## config.mk

```make
export PLATFORM = sky130hd
export DESIGN_NAME = router_buffered
export DESIGN_NICKNAME = d
export VERILOG_FILES = /design/src/rtl/pa_noc.sv /design/src/rtl/noc_fifo.sv /design/src/rtl/router_buffered.sv
export SDC_FILE = /design/constraint.sdc
export NUM_CORES = 1
export LEC_CHECK = 0
export ABC_AREA = 1
export CORE_MARGIN = 4
export CORE_UTILIZATION = 50
export DETAILED_ROUTE_END_ITERATION = 12
export PLACE_DENSITY = 0.68
export SLEW_MARGIN = 20
export SYNTH_ARGS = -nofsm -noshare
export SYNTH_HDL_FRONTEND = slang
export SYNTH_SLANG_ARGS = --single-unit
```

## constraint.sdc

```tcl
create_clock -name i_clk -period 6.8 [get_ports i_clk]
set_clock_uncertainty 0.15 [all_clocks]
set_input_delay 1.36 -clock i_clk [delete_from_list [all_inputs] [get_ports i_clk]]
set_output_delay 1.36 -clock i_clk [all_outputs]
set_load 0.02 [all_outputs]
```

## src/rtl/pa_noc.sv

```systemverilog
// rtl/pa_noc.sv - NoC package: packet width, port indices and XY routing.
package pa_noc;

  localparam int APB_PACKET_WIDTH = 32;
  localparam int N_PORTS          = 5;

  typedef enum logic [2:0] {
    PORT_LOCAL = 3'd0,
    PORT_NORTH = 3'd1,
    PORT_SOUTH = 3'd2,
    PORT_EAST  = 3'd3,
    PORT_WEST  = 3'd4
  } port_e;

  // Column first, then row; out-of-grid destinations are delivered locally.
  function automatic port_e routeXY(input int unsigned dstRow, input int unsigned dstCol,
                                    input int unsigned rtrRow, input int unsigned rtrCol,
                                    input int unsigned gridWidth);
    if (dstRow >= gridWidth || dstCol >= gridWidth) return PORT_LOCAL;
    if (dstCol > rtrCol) return PORT_EAST;
    if (dstCol < rtrCol) return PORT_WEST;
    if (dstRow > rtrRow) return PORT_SOUTH;
    if (dstRow < rtrRow) return PORT_NORTH;
    return PORT_LOCAL;
  endfunction

endpackage

```

## src/rtl/noc_fifo.sv

```systemverilog
// rtl/noc_fifo.sv - Input FIFO with registered ready (ready = not full next cycle).
module noc_fifo #(
  parameter int WIDTH = 32,
  parameter int DEPTH = 4
) (
  input  logic             i_clk,
  input  logic             i_arst_n,
  input  logic [WIDTH-1:0] i_data,
  input  logic             i_valid,
  output logic             o_ready,
  output logic [WIDTH-1:0] o_data,
  output logic             o_empty,
  input  logic             i_pop
);

  localparam int AW = $clog2(DEPTH);
  localparam logic [AW:0] FULL_COUNT = (AW + 1)'(DEPTH);

  logic [AW-1:0]  wr_ptr_q, wr_ptr_d;
  logic [AW-1:0]  rd_ptr_q, rd_ptr_d;
  logic [AW:0]    count_q, count_d;
  logic           ready_q, ready_d;
  logic [WIDTH-1:0] mem_q [DEPTH];
  logic           push;
  logic           pop;

  always_comb begin
    push     = i_valid && ready_q;
    pop      = i_pop && (count_q != '0);
    wr_ptr_d = push ? wr_ptr_q + AW'(1) : wr_ptr_q;
    rd_ptr_d = pop ? rd_ptr_q + AW'(1) : rd_ptr_q;
    case ({push, pop})
      2'b10:   count_d = count_q + (AW + 1)'(1);
      2'b01:   count_d = count_q - (AW + 1)'(1);
      default: count_d = count_q;
    endcase
    ready_d = (count_d != FULL_COUNT);
  end

  // ready_q resets low so nothing is accepted while reset is held.
  always_ff @(posedge i_clk or negedge i_arst_n) begin
    if (!i_arst_n) begin
      wr_ptr_q <= '0;
      rd_ptr_q <= '0;
      count_q  <= '0;
      ready_q  <= 1'b0;
    end else begin
      wr_ptr_q <= wr_ptr_d;
      rd_ptr_q <= rd_ptr_d;
      count_q  <= count_d;
      ready_q  <= ready_d;
    end
  end

  always_ff @(posedge i_clk) begin
    if (push) mem_q[wr_ptr_q] <= i_data;
  end

  assign o_ready = ready_q;
  assign o_data  = mem_q[rd_ptr_q];
  assign o_empty = (count_q == '0);

endmodule

```

## src/rtl/router_buffered.sv

```systemverilog
// rtl/router_buffered.sv - Buffered 5-port XY mesh router with per-output round-robin arbiters.
module router_buffered #(
  parameter int GRID_WIDTH = 4,
  parameter int ROUTER_ROW = 0,
  parameter int ROUTER_COL = 0,
  parameter int FIFO_DEPTH = 4,
  localparam int APB_PACKET_WIDTH = pa_noc::APB_PACKET_WIDTH,
  localparam int COORD_WIDTH = $clog2(GRID_WIDTH)
) (
  input  logic                        i_clk,
  input  logic                        i_arst_n,
  input  logic [APB_PACKET_WIDTH-1:0] i_apbPacket,
  input  logic                        i_apbPacketValid,
  output logic                        o_apbPacketReady,
  output logic [APB_PACKET_WIDTH-1:0] o_apbPacket,
  output logic                        o_apbPacketValid,
  input  logic                        i_apbPacketReady,
  input  logic [APB_PACKET_WIDTH-1:0] i_north,
  input  logic                        i_northValid,
  output logic                        o_northReady,
  input  logic [APB_PACKET_WIDTH-1:0] i_south,
  input  logic                        i_southValid,
  output logic                        o_southReady,
  input  logic [APB_PACKET_WIDTH-1:0] i_east,
  input  logic                        i_eastValid,
  output logic                        o_eastReady,
  input  logic [APB_PACKET_WIDTH-1:0] i_west,
  input  logic                        i_westValid,
  output logic                        o_westReady,
  output logic [APB_PACKET_WIDTH-1:0] o_north,
  output logic                        o_northValid,
  input  logic                        i_northReady,
  output logic [APB_PACKET_WIDTH-1:0] o_south,
  output logic                        o_southValid,
  input  logic                        i_southReady,
  output logic [APB_PACKET_WIDTH-1:0] o_east,
  output logic                        o_eastValid,
  input  logic                        i_eastReady,
  output logic [APB_PACKET_WIDTH-1:0] o_west,
  output logic                        o_westValid,
  input  logic                        i_westReady
);

  import pa_noc::N_PORTS;
  import pa_noc::port_e;
  import pa_noc::routeXY;

  localparam int W = APB_PACKET_WIDTH;

  logic [W-1:0]         in_data [N_PORTS];
  logic [N_PORTS-1:0]   in_valid;
  logic [N_PORTS-1:0]   in_ready;
  logic [N_PORTS-1:0]   out_ready;
  logic [N_PORTS-1:0]   fifo_empty;
  logic [N_PORTS-1:0]   pop;
  logic [W-1:0]         head [N_PORTS];
  port_e                route [N_PORTS];
  logic [N_PORTS-1:0]   grant [N_PORTS];  // grant[output][input]
  logic [W-1:0]         out_data_q [N_PORTS];
  logic                 out_valid_q [N_PORTS];

  assign in_data[0] = i_apbPacket;
  assign in_data[1] = i_north;
  assign in_data[2] = i_south;
  assign in_data[3] = i_east;
  assign in_data[4] = i_west;
  assign in_valid   = {i_westValid, i_eastValid, i_southValid, i_northValid, i_apbPacketValid};
  assign out_ready  = {i_westReady, i_eastReady, i_southReady, i_northReady, i_apbPacketReady};
  assign {o_westReady, o_eastReady, o_southReady, o_northReady, o_apbPacketReady} = in_ready;

  assign o_apbPacket      = out_data_q[0];
  assign o_north          = out_data_q[1];
  assign o_south          = out_data_q[2];
  assign o_east           = out_data_q[3];
  assign o_west           = out_data_q[4];
  assign o_apbPacketValid = out_valid_q[0];
  assign o_northValid     = out_valid_q[1];
  assign o_southValid     = out_valid_q[2];
  assign o_eastValid      = out_valid_q[3];
  assign o_westValid      = out_valid_q[4];

  for (genvar i = 0; i < N_PORTS; i++) begin : g_in
    noc_fifo #(
      .WIDTH(W),
      .DEPTH(FIFO_DEPTH)
    ) u_fifo (
      .i_clk   (i_clk),
      .i_arst_n(i_arst_n),
      .i_data  (in_data[i]),
      .i_valid (in_valid[i]),
      .o_ready (in_ready[i]),
      .o_data  (head[i]),
      .o_empty (fifo_empty[i]),
      .i_pop   (pop[i])
    );

    always_comb begin
      route[i] = routeXY(32'(head[i][2*COORD_WIDTH-1:COORD_WIDTH]),
                         32'(head[i][COORD_WIDTH-1:0]),
                         ROUTER_ROW, ROUTER_COL, GRID_WIDTH);
    end
  end

  // Each head has exactly one route, so at most one output can grant it.
  always_comb begin
    for (int i = 0; i < N_PORTS; i++) begin
      pop[i] = 1'b0;
      for (int o = 0; o < N_PORTS; o++) pop[i] = pop[i] | grant[o][i];
    end
  end

  for (genvar o = 0; o < N_PORTS; o++) begin : g_out
    logic [N_PORTS-1:0] req;
    logic [2:0]         ptr_q, ptr_d;
    logic [2:0]         sel;
    logic               found;
    logic               free;
    logic               load;
    logic               out_valid_d;
    logic [W-1:0]       out_data_d;

    always_comb begin
      for (int i = 0; i < N_PORTS; i++) begin
        req[i] = !fifo_empty[i] && (route[i] == port_e'(o));
      end
      free  = !out_valid_q[o] || out_ready[o];
      found = 1'b0;
      sel   = ptr_q;
      for (int k = 0; k < N_PORTS; k++) begin
        if (!found && req[(int'(ptr_q) + k) % N_PORTS]) begin
          found = 1'b1;
          sel   = 3'((int'(ptr_q) + k) % N_PORTS);
        end
      end
      load     = free && found;
      grant[o] = '0;
      if (load) grant[o][sel] = 1'b1;
      ptr_d = load ? ((sel == 3'(N_PORTS - 1)) ? 3'd0 : sel + 3'd1) : ptr_q;
      if (load) begin
        out_valid_d = 1'b1;
        out_data_d  = head[sel];
      end else begin
        out_valid_d = out_valid_q[o] && !out_ready[o];
        out_data_d  = out_data_q[o];
      end
    end

    always_ff @(posedge i_clk or negedge i_arst_n) begin
      if (!i_arst_n) begin
        ptr_q          <= '0;
        out_valid_q[o] <= 1'b0;
        out_data_q[o]  <= '0;
      end else begin
        ptr_q          <= ptr_d;
        out_valid_q[o] <= out_valid_d;
        out_data_q[o]  <= out_data_d;
      end
    end
  end

endmodule
```

==> metrics.cfg <==
[outcome]
outcome = finished, final reports clean

[clock_tree]
cts_root_buf = clkbuf_16
postCtsSetupRepairBufs = 0
clkSlewWorstSetupHoldPaths_ns = 0.06
ctsHtreeMaxLevel = 3
cts_resized = 0
hold_buffers = 0
cts_tree = built
numCtsBuffers = 86
clockBufferDepth = 3
insertion_delay_ns = 0.65
cts.sinks = 822

[routing]
routed_wl_um = 122000
drc = 0
viasPerCell = 5.61
vias = 31900
routedWlPerCell_um = 21.5
drtPass1Iterations = 5
detail_route.iter0.violations = 3770
route.antenna.remaining_nets = 0

[die]
coreArea_mm2 = 0.0807
dieWidth_um = 293
start_util = 0.505
ioPinCount = 342
dieArea_mm2 = 0.0861
rows = 104
die_y_um = 293

[sta]
setup_viol = 0
slew_headroom = 0.228
fin_tns_setup_ns = 0
fin_crit_sh = 0.923
tightestPinTransition_ns = 1.16
rsz0062_at_grt = false
hold_violations = 0
fin_crit_ns = 6.28
finalMaxSlewViolations = 0
max_freq_mhz = 159

[placement]
portBuffers = 309
place_hpwl_um = 85000
place_congestion = 0.964

[critical_path]
end_kind = flip-flop
worst_path_most_repeated_cell = nand2_1
rr_worst_depth = 35
r2r_end = g_in[0].u_fifo.o_ready
cpPeakStageDelay_ns = 0.46
reg2reg_slack_ns = 0.52
crit_type = reg2reg
startpoint_type = flip-flop
cp_max_fo = 23
r2r_start = g_out[2].ptr_q[1]
crit_slowest_cell = dfrtp_1
worstPathArrival_ns = 6.64
critPathRequiredTime_ns = 7.16

[min_path]
holdPathStages = 0
min_to = o_north[21]
hp-start = o_north[21]
hp-class = reg2reg

[final_layout]
drive_above_1_share = 0.0731
syn2layout_area_growth_pct = 16.0
fill_cells = 6860
final_nets = 4815

[logic_synthesis]
yosys.area.top_type = edfxtp_1
avgSynthCellArea_um2 = 9.37
ys_types = 51
async_flop_share = 0.221
synth_top_area_frac = 0.472
yosys-top-cells-count = nand2_1 (1227), edfxtp_1 (640), nor2_1 (450)
synth-edff-count = 640
synth.top_cells.by_area = edfxtp_1 (47%), nand2_1 (11%), dfrtp_1 (11%)
synthesis.area_mm2 = 0.0407
postSynthCellCount = 4346
yosysMostFrequentCell = nand2_1
ys.flop_type = edfxtp_1
synth-seq-area-share = 0.584
synth_seq_cells = 822
ys_warn_count = 0

[global_route]
use_met2 = 0.446
grt.busiest_layer = met2
grt_pass1_vias = 29600
grt_pass1_wl_um = 182000
grt_usage = 0.277
grt_util_met1 = 0.369
use_met3 = 0.0621
grt_start_max_net_pins = 148
grt-ovfl-total = 0
antenna_found_initial = 6

[job]
cap_viol_max_count = 0

## through the flow
| step | cells | util | cell area (um^2) | hold slack (ns) | worst slack [ns] |
|---|---|---|---|---|---|
| 2_1_floorplan | 4377 | - | 40800 | 0.316 | 1.36 |
| 3_3_place_gp | 5523 | 0.550 | 44300 | 0.214 | 0.782 |
| 5_1_grt | 5683 | 0.585 | 47200 | 0.235 | 0.0283 |
| 4_1_cts | 5682 | 0.585 | 47200 | 0.229 | 0.594 |
| 6_report | 5687 | 0.585 | 47200 | 0.224 | 0.523 |
| 3_5_place_dp | 5523 | 0.550 | 44300 | 0.214 | 0.601 |
## critical path: cells and delay by family (launching register included)
kind / cells / cell delay [ns]
AO/OA/AOI/OAI: 5 / 0.83
flip-flops: 1 / 0.46
buffers and inverters: 7 / 0.71
AND/OR/NAND/NOR: 15 / 2.01
adder cells (fa/ha/maj): 6 / 1.46
XOR/XNOR: 2 / 0.55
## layer usage
| metal | vias to the layer above | routed length (um) |
|---|---|---|
| li1 | 15000 | - |
| met1 | 15100 | 48700 |
| met2 | 1483 | 57000 |
| met3 | 276 | 11000 |
| met4 | 2 | 5460 |
| met5 | - | 20 |
## cell usage in the layout, fill, tap and decap left out, drive strengths merged, types with 6 or more instances in the layout
cell type      instances
nand2               1260
edfxtp               640
nor2                 471
nand3                443
inv                  358
clkdlybuf4s50        308
dfrtp                182
o21ai                152
a21oi                129
clkbuf               116
nand4                108
a32oi                 98
ha                    87
buf                   69
o22ai                 44
conb                  32
clkinv                32
xor2                  28
xnor2                 13
nor3                   9
o211ai                 9
or2                    7
nand3b                 6
## cell families after synthesis
kind of cell	count (synthesis)	synth area share
other	1	0.0000921
AO/OA/AOI/OAI	439	0.0664
buffers and inverters	645	0.0698
XOR/XNOR	41	0.00900
flip-flops	822	0.584
AND/OR/NAND/NOR	2306	0.242
adder cells (fa/ha/maj)	92	0.0292
## final cells by class
class | count | area [um^2] | area share
clock buffer | 115 | 2390 | 0.0507
multi-input combinational | 2910 | 14300 | 0.302
tap | 1060 | 1330 | 0.0281
timing repair buffer | 378 | 3630 | 0.0768
sequential | 822 | 23800 | 0.503
antenna | 5 | 12.5 | 0.000265
inverter | 353 | 1330 | 0.0282
clock inverter | 44 | 473 | 0.0100
## flip-flops by register name, summed over array words and instances, names as in the netlist, 5 cells and up
| name | count |
|---|---|
| g_in.u_fifo.wr_ptr_q | 10 |
| g_in.u_fifo.mem_q | 640 |
| g_in.u_fifo.o_ready | 5 |
| g_in.u_fifo.rd_ptr_q | 10 |
| o_north | 32 |
| o_apbPacket | 32 |
| o_south | 32 |
| g_out.ptr_q | 9 |
| o_east | 32 |
| g_in.u_fifo.count_q | 15 |
## worst max path at each step
stage                                  from                      to
after global routing      g_out[2].ptr_q[1]  g_in[0].u_fifo.o_ready
final                     g_out[2].ptr_q[1]  g_in[0].u_fifo.o_ready
after CTS                 g_out[2].ptr_q[1]  g_in[2].u_fifo.o_ready
after floorplan           g_out[2].ptr_q[0]  g_in[4].u_fifo.o_ready
after detailed placement  g_out[2].ptr_q[1]  g_in[2].u_fifo.o_ready
after global placement    g_out[2].ptr_q[1]  g_in[2].u_fifo.o_ready
Power is not shown: default switching activity piles up to over one toggle a cycle in this logic, so the estimate is an artifact.
